### src/rtl/wrap_counter_if.sv
// ---------------------------------------------------------------------------
// wrap_counter_if
//   Bundles the count-enable request and the counter's observable state so a
//   controller and the counter can be connected with one port.
//
//   Parameters
//     WIDTH     counter width in bits (1..32); must match the attached counter
//
//   Signals
//     enable    count enable, driven by the controller
//     count     current WIDTH-bit count, driven by the counter
//     overflow  high while count is all-ones, driven by the counter
//
//   Modports
//     master    controller side: drives enable, observes count/overflow
//     slave     counter side: observes enable, drives count/overflow
// ---------------------------------------------------------------------------
interface wrap_counter_if #(
    parameter int WIDTH = 8
);

    logic             enable;
    logic [WIDTH-1:0] count;
    logic             overflow;

    modport master (
        output enable,
        input  count,
        input  overflow
    );

    modport slave (
        input  enable,
        output count,
        output overflow
    );

endinterface

### src/rtl/wrap_counter.sv
// ---------------------------------------------------------------------------
// wrap_counter
//   Free-running, enable-gated binary up-counter. The WIDTH-bit count wraps
//   modulo 2^WIDTH and overflow marks the terminal (all-ones) count so that
//   downstream logic can cascade counters or time fixed periods.
//
//   Parameters
//     WIDTH         counter width in bits (1..32)
//
//   Ports
//     clk           single clock, all state changes on the rising edge
//     rst           synchronous, active-high reset; beats enable
//     bus.enable    1 = increment on each rising clk edge, 0 = hold
//     bus.count     registered count value
//     bus.overflow  high while bus.count == all-ones
// ---------------------------------------------------------------------------
module wrap_counter #(
    parameter int WIDTH = 8
) (
    input  logic          clk,
    input  logic          rst,
    wrap_counter_if.slave bus
);

    logic [WIDTH-1:0] count_q;

    // Count register. Reset is checked first so a simultaneous enable is
    // ignored. The increment is plain WIDTH-bit unsigned arithmetic: the
    // carry out of the top bit is dropped, which gives the wrap from all-ones
    // back to zero with no saturation and no sticky state.
    always_ff @(posedge clk) begin
        if (rst) begin
            count_q <= '0;
        end else if (bus.enable) begin
            count_q <= count_q + 1'b1;
        end
    end

    assign bus.count = count_q;

    // Terminal-count flag is decoded straight from the register rather than
    // registered itself, so it follows the count exactly: it stays high while
    // the counter holds at all-ones and drops in the cycle the count wraps.
    // It does not depend on enable.
    assign bus.overflow = &count_q;

endmodule

### src/flat_wrapper.sv
// flat-port wrapper written by rule: the top's interface ports become plain ports
module wrap_counter_flat 
#(
    parameter int WIDTH = 8
)
  (clk, rst, bus_enable, bus_count, bus_overflow);
  wrap_counter_if #(.WIDTH(WIDTH)) bus_i ();
  input  logic clk;
  input  logic rst;
  input wire logic [$bits(bus_i.enable)-1:0] bus_enable;
  output wire logic [$bits(bus_i.count)-1:0] bus_count;
  output wire logic [$bits(bus_i.overflow)-1:0] bus_overflow;
  assign bus_i.enable = bus_enable;
  assign bus_count = bus_i.count;
  assign bus_overflow = bus_i.overflow;
  wrap_counter #(.WIDTH(WIDTH)) u_core (.clk(clk), .rst(rst), .bus(bus_i));
endmodule
### config.mk
export PLATFORM = sky130hd
export DESIGN_NAME = wrap_counter_flat
export DESIGN_NICKNAME = d
export VERILOG_FILES = /design/src/rtl/wrap_counter_if.sv /design/src/rtl/wrap_counter.sv /design/src/flat_wrapper.sv
export SDC_FILE = /design/constraint.sdc
export NUM_CORES = 1
export LEC_CHECK = 0
export ABC_CLOCK_PERIOD_IN_PS = 1400
export CAP_MARGIN = 15
export CORE_AREA = 2 2 39 41
export DETAILED_ROUTE_END_ITERATION = 6
export DIE_AREA = 0 0 41 43
export GPL_TIMING_DRIVEN = 0
export HOLD_SLACK_MARGIN = 0.08
export PLACE_DENSITY = 0.52
export REMOVE_ABC_BUFFERS = 1
export SLEW_MARGIN = 20
export SYNTH_ARGS = -nofsm -noshare
export SYNTH_HDL_FRONTEND = slang
export SYNTH_SLANG_ARGS = --single-unit
### constraint.sdc
create_clock -name clk -period 1.4 [get_ports clk]
set_clock_uncertainty 0.15 [all_clocks]
set_input_delay 0.28 -clock clk [delete_from_list [all_inputs] [get_ports clk]]
set_output_delay 0.28 -clock clk [all_outputs]
set_load 0.01 [all_outputs]
==> flow_metrics.py, run 1 <==
metrics = {
    "clock_network": {
        "path_clk_slew_ns": 0.05,
        "cts_made_buffers": 3,
        "clock-sinks": 8,
        "clockRootBuffer": "clkbuf_4",
        "clock_path_buffers": 2,
        "clk_latency_ns": 0.26,
        "cts_tree": "done",
        "cts-htree-levels": 1,
        "cts-hold-fix-buffers": 0,
    },
    "flow_run": {
        "max-cap-violations": 0,
    },
    "placement": {
        "place_area_um2": 470.5,
        "routabilityCongestion": 0.6797,
        "post-place-cells": 64,
        "dp_hpwl_um": 533.1,
        "pre_cts_ws_ns": -0.4894,
        "io_buffers": 11,
    },
    "global_routing": {
        "track_usage_pct": 10.95,
        "grt_use_met2_pct": 13.13,
        "grt_pass1_wl_um": 1179,
        "grt.busiest_layer": "met1",
        "grt.met1_usage_pct": 13.87,
        "grt_use_met3_pct": 7.853,
        "grt_max_degree": 9,
        "grt_overflow": 0,
        "antenna_found_initial": 0,
        "grt_pass1_vias": 257,
    },
    "routing": {
        "wire_per_inst_um": 11.86,
        "drt_iter0_drc": 1,
        "firstDrtPassIters": 2,
        "via_per_inst": 4.786,
        "wl_um": 830,
        "num_vias": 335,
        "antenna_left": 0,
        "drc": 0,
    },
    "yosys": {
        "syn_area_um2": 349.1,
        "ys_warn_count": 0,
        "ys_seq_area_share_pct": 45.88,
        "syn_inst": 39,
        "ys_seq_elements": 8,
        "ys_types": 18,
        "avgSynthCellArea_um2": 8.951,
    },
    "critical_path": {
        "path_class": "register to output port",
        "worst-endpoint-arrival_ns": 1.06,
        "end_kind": "output port",
        "crit_required_ns": 0.97,
        "crit_fanout": 4,
        "start_kind": "register",
    },
    "final_layout": {
        "area_delta_synth_final_pct": 53.76,
        "final_nets": 60,
        "multi_input_area_um2": 207.7,
        "nFillCells": 145,
        "register_area_um2": 177.7,
        "finalInstanceArea_um2": 536.8,
        "largest_reg_flops": 8,
        "fin_cells": 70,
        "drive_gt1_share_pct": 38.89,
        "insertedDiodeCount": 0,
    },
    "floorplan": {
        "dieArea_mm2": 0.001763,
        "num_rows": 14,
        "io_pins": 12,
        "start_util_pct": 25.23,
        "die_y_um": 43,
        "die_w_um": 41,
        "core_area_mm2": 0.001384,
    },
    "sta": {
        "setup_slack_ns": -0.09136,
        "rsz0062_at_grt": "yes",
        "max_slew.worst_pin.slew_ns": 0.3128,
        "final_max_slew_viol_count": 0,
        "slew_headroom_pct": 79.08,
        "hold_viol": 0,
        "finalCriticalPeriod_ns": 1.491,
        "fmax_mhz": 670.5,
        "finalCritPeriodShare_pct": 106.5,
        "setup_viol_count_final": 1,
    },
    "power_and_ir_drop": {
        "leakage_nw": 0.2186,
        "power.total_mw": 0.4748,
        "p_per_area_mw_per_mm2": 884.6,
        "switchingPower_mw": 0.1186,
        "ir_worst_vdd_mv": 0.4555,
        "seqPwrFrac_pct": 50.8,
        "p_sw_share_pct": 24.97,
        "clockPowerShare_pct": 39.0,
        "pwr-share-comb_pct": 10.2,
        "p_int_mw": 0.3562,
    },
    "worst_hold_path": {
        "hold_class": "input pin to register",
    },
    "run_status": {
        "violations": "negative setup slack",
        "outcome": "finished, violations left",
    },
}
==> stage by stage <==
| step | hold slack (ns) | setup TNS [ns] | util (%) |
|---|---|---|---|
| after floorplan | 0.1991 | -0.1097 | - |
| after global placement | 0.3319 | -2.265 | 34.00 |
| after detailed placement | 0.3493 | -2.350 | 34.00 |
| after CTS | 0.3549 | -0.1624 | 36.71 |
| after global routing | 0.2478 | -0.1594 | 38.79 |
| final | 0.2462 | -0.09136 | 38.79 |
==> cell type report <==
cell class / instances / area share, %
clock buffer: 3 / 4.196
multi-input combinational: 29 / 38.69
sequential: 8 / 33.10
tap: 16 / 3.730
timing repair buffer: 14 / 20.28
==> power by group through the flow <==
stage	clock network (mW)	logic, mW	registers (mW)
detailed placement	0	0.0420	0.248
CTS	0.191	0.0394	0.245
finish	0.185	0.0482	0.241
global placement	0	0.0420	0.248
global route	0.206	0.0533	0.242
floorplan	0	0.0135	0.249
==> cell usage in the layout, fill, tap and decap left out <==
master	count
clkdlybuf4s50_1	1
a21oi_1	3
clkbuf_2	2
or4_1	1
buf_4	3
dfxtp_4	4
nand2_2	1
ha_4	1
xor2_1	3
xnor2_1	1
buf_2	1
mux2i_1	1
nor2_1	5
dlygate4sd2_1	7
or3_2	2
nand3_4	1
nor3_2	1
dfxtp_1	2
o21ai_0	2
o31ai_1	1
clkbuf_4	3
nand2_1	2
nand4_1	2
nand3_1	2
dfxtp_2	2
==> logic make-up (layout without fill, tap and decap cells) <==
family / count (synthesis) / in the layout / share of synthesized area, %
buffers and inverters: 2 / 17 / 2.507
adders and majority gates: 1 / 1 / 3.584
and+or+nand+nor: 17 / 17 / 25.80
muxes: 1 / 1 / 2.867
xor gates and xnor gates: 4 / 4 / 10.04
DFF: 8 / 8 / 45.88
AOI/OAI and AO/OA: 6 / 6 / 9.319
==> repair_timing <==
item | 4_1_cts | 5_1_grt
setup buffers | 0 | 3
gates resized for setup | 23 | 9
endpoints found under the setup margin | 12 | 6
cloned | 0 | 0
pin swaps | 0 | 2
endpoints found under the hold margin | 0 | 0
==> path summary, 6_finish.rpt <==
path | start | to | slack, ns | depth (start not counted)
hold / removal | bus_enable | u_core.bus.count[0]$_SDFFE_PP0P_ | 0.25 | 3
setup reg to reg | u_core.bus.count[1]$_SDFFE_PP0P_ | u_core.bus.count[6]$_SDFFE_PP0P_ | 0.06 | 4
setup / recovery | u_core.bus.count[1]$_SDFFE_PP0P_ | bus_overflow | -0.09 | 4
hold reg to reg | u_core.bus.count[7]$_SDFFE_PP0P_ | u_core.bus.count[7]$_SDFFE_PP0P_ | 0.36 | 2
==> layer usage <==
layer	part of all wire, %	up-vias	wire, µm
met1	43	155	359
met4	1.2	0	10
met5	0	-	0
met2	48	10	398
li1	-	168	-
met3	7.5	2	62
==> critical path, stage by stage (launching register included) <==
cell and delay, ns:
dfxtp_4 0.37, ha_4 0.15, nand2_2 0.05, nor3_2 0.09
buf_2 0.15
==> synthesized netlist by cell type <==
| cell | n | area share [%] |
|---|---|---|
| buf_2 | 1 | 1.4 |
| o21ai_0 | 2 | 2.9 |
| or3_2 | 2 | 4.3 |
| dfxtp_1 | 8 | 46 |
| or4_1 | 1 | 2.2 |
| ha_1 | 1 | 3.6 |
| xor2_1 | 3 | 7.5 |
| buf_1 | 1 | 1.1 |
| nor2_1 | 5 | 5.4 |
| a21oi_1 | 3 | 4.3 |
| nor3_1 | 1 | 1.4 |
| nand3_2 | 1 | 2.9 |
| mux2i_1 | 1 | 2.9 |
| nand2_1 | 3 | 3.2 |
| nand3_1 | 2 | 2.9 |
| o31ai_1 | 1 | 2.2 |
| xnor2_1 | 1 | 2.5 |
| nand4_1 | 2 | 3.6 |
Power figures use the tool's default switching activity.
==> run 2, diff against run 1 <==
Settings changed: DONT_BUFFER_PORTS set to 1, PLACE_DENSITY 0.52 to 0.4, TNS_END_PERCENT set to 5.
==> run 2 against run 1 <==
- the run still ends with negative setup slack left
- clock power decreased by 4%
- global-route usage increased by 0.31 points
- final cell count decreased by 16%
- register-to-register slack got worse by 0.03 ns
- maximum frequency increased by 2.4%
- clock-buffer cell count unchanged
- design area decreased by 9.6%
- power decreased by 4.6%
- die area unchanged
- via count decreased by 6.6%
- largest cell class unchanged
==> flow_metrics.py, run 2 (synthesis results as in run 1) <==
metrics = {
    "placement": {
        "post-place-cells": 53,
        "io_buffers": 0,
        "routabilityCongestion": 0.6138,
        "place_area_um2": 360.3,
        "dp_hpwl_um": 555.3,
    },
    "critical_path": {
        "rrSetupSlack_ns": 0.03,
        "crit_fanout": 5,
        "worst-endpoint-arrival_ns": 1.03,
        "start_kind": "register",
        "endpoint": "bus_overflow",
        "path_class": "register to output port",
        "worstRegToRegCells": 3,
        "crit_required_ns": 0.97,
        "cp-startpoint": "u_core.bus.count[1]$_SDFFE_PP0P_",
        "end_kind": "output port",
        "reg2reg_from": "u_core.bus.count[2]$_SDFFE_PP0P_",
        "r2r-end": "u_core.bus.count[7]$_SDFFE_PP0P_",
    },
    "routing": {
        "wl_um": 796,
        "firstDrtPassIters": 2,
        "via_per_inst": 5.305,
        "drt_iter0_drc": 5,
        "num_vias": 313,
        "drc": 0,
        "antenna_left": 0,
        "wire_per_inst_um": 13.49,
    },
    "floorplan": {
        "core_area_mm2": 0.001384,
        "die_w_um": 41,
        "num_rows": 14,
        "die_y_um": 43,
        "io_pins": 12,
        "start_util_pct": 25.23,
        "dieArea_mm2": 0.001763,
    },
    "final_layout": {
        "final_nets": 49,
        "insertedDiodeCount": 0,
        "fin_cells": 59,
        "area_delta_synth_final_pct": 39.07,
        "drive_gt1_share_pct": 46.51,
        "finalInstanceArea_um2": 485.5,
        "layout_common_cells": "5 x nor2_1, 5 x dfxtp_4, 3 x a21oi_2, 3 x xor2_1, 3 x clkbuf_4",
        "largest_reg_flops": 8,
        "utilization_pct": 35.08,
    },
    "clock_network": {
        "path_clk_slew_ns": 0.05,
        "cts_tree": "done",
        "cts-htree-levels": 1,
        "clk_latency_ns": 0.26,
        "clock-sinks": 8,
        "cts_made_buffers": 3,
        "clock_path_buffers": 2,
        "clockRootBuffer": "clkbuf_4",
    },
    "sta": {
        "fmax_mhz": 686.5,
        "rsz0062_at_grt": "yes",
        "setup_tns_ns": -0.05677,
        "hold_viol": 0,
        "setup_slack_ns": -0.05677,
        "finalCritPeriodShare_pct": 104.1,
        "slew_headroom_pct": 75.77,
        "finalCriticalPeriod_ns": 1.457,
        "setup_viol_count_final": 1,
        "max_slew.worst_pin.slew_ns": 0.3622,
        "final_max_slew_viol_count": 0,
    },
    "power_and_ir_drop": {
        "p_int_mw": 0.3446,
        "ir_worst_vdd_mv": 0.3501,
        "clockPowerShare_pct": 39.2,
        "pwr-share-comb_pct": 6.7,
        "switchingPower_mw": 0.1084,
        "leakage_nw": 0.1761,
        "p_per_area_mw_per_mm2": 933.2,
        "p_sw_share_pct": 23.92,
        "seqPwrFrac_pct": 54.0,
        "power.total_mw": 0.4530,
    },
    "run_status": {
        "outcome": "finished, violations left",
        "violations": "negative setup slack",
    },
    "flow_run": {
        "max-cap-violations": 0,
    },
    "global_routing": {
        "grt_pass1_vias": 322,
        "grt_pass1_wl_um": 1276,
        "grt_max_degree": 9,
        "track_usage_pct": 11.27,
        "antenna_found_initial": 0,
        "grt_overflow": 0,
    },
    "worst_hold_path": {
        "min_delay_path_depth": 3,
        "hold_class": "input pin to register",
    },
}
[run 2: cell count changes in the layout (fill, tap and decap cells not counted), sizes merged]
cell           delta
dlygate4sd3       +2
clkdlybuf4s50     -1
clkbuf            -2
dlygate4sd2       -7
buf               -3
[run 2: power groups by stage]
stage	sequential, mW	combinational (mW)	clock [mW]
after floorplan	0.249	0.0135	0
after global placement	0.252	0.0146	0
after detailed placement	0.252	0.0165	0
after CTS	0.247	0.0301	0.180
after global routing	0.247	0.0342	0.202
final	0.245	0.0306	0.178
[run 2: layout make-up]
type | count | area, µm²
fillers | 139 | 898.4
multi-input cells | 29 | 234.0
flip-flops and latches | 8 | 181.4
repair buffers | 3 | 27.53
clock buffers | 3 | 22.52
well taps | 16 | 20.02
[run 2: per-layer routing]
metal / share of wire [%] / track usage [%] / vias to the layer above
met5: 0 / 0 / -
met4: 2.1 / 4.000 / 0
met3: 14 / 11.52 / 3
met2: 49 / 16.25 / 14
met1: 34 / 10.36 / 149
li1: - / - / 147
[run 2: through the flow]
step	hold slack, ns	worst slack (ns)
after floorplan	0.1991	-0.08377
after global placement	0.2012	-0.1909
after detailed placement	0.2030	-0.2243
after CTS	0.09529	-0.1054
after global routing	0.1154	-0.1113
final	0.08831	-0.05677
[run 2: worst min path at each step]
stage,startpoint,end
after floorplan,rst,u_core.bus.count[5]$_SDFFE_PP0P_
after global placement,rst,u_core.bus.count[7]$_SDFFE_PP0P_
after detailed placement,rst,u_core.bus.count[7]$_SDFFE_PP0P_
after CTS,bus_enable,u_core.bus.count[2]$_SDFFE_PP0P_
after global routing,bus_enable,u_core.bus.count[2]$_SDFFE_PP0P_
final,bus_enable,u_core.bus.count[2]$_SDFFE_PP0P_
[run 2: what timing repair did]
item,in CTS,in global routing
gates resized for setup,20,3
cloned,0,0
endpoints found under the setup margin,4,3
pin swaps,2,2
endpoints found under the hold margin,8,0
buffers inserted,1,0
hold buffers,2,0
[run 2: worst max-delay path, cell delays in order, from the launching register on]
cell and delay (ns):
dfxtp_4 0.39, ha_4 0.17, nand2_4 0.05, nor3_4 0.15
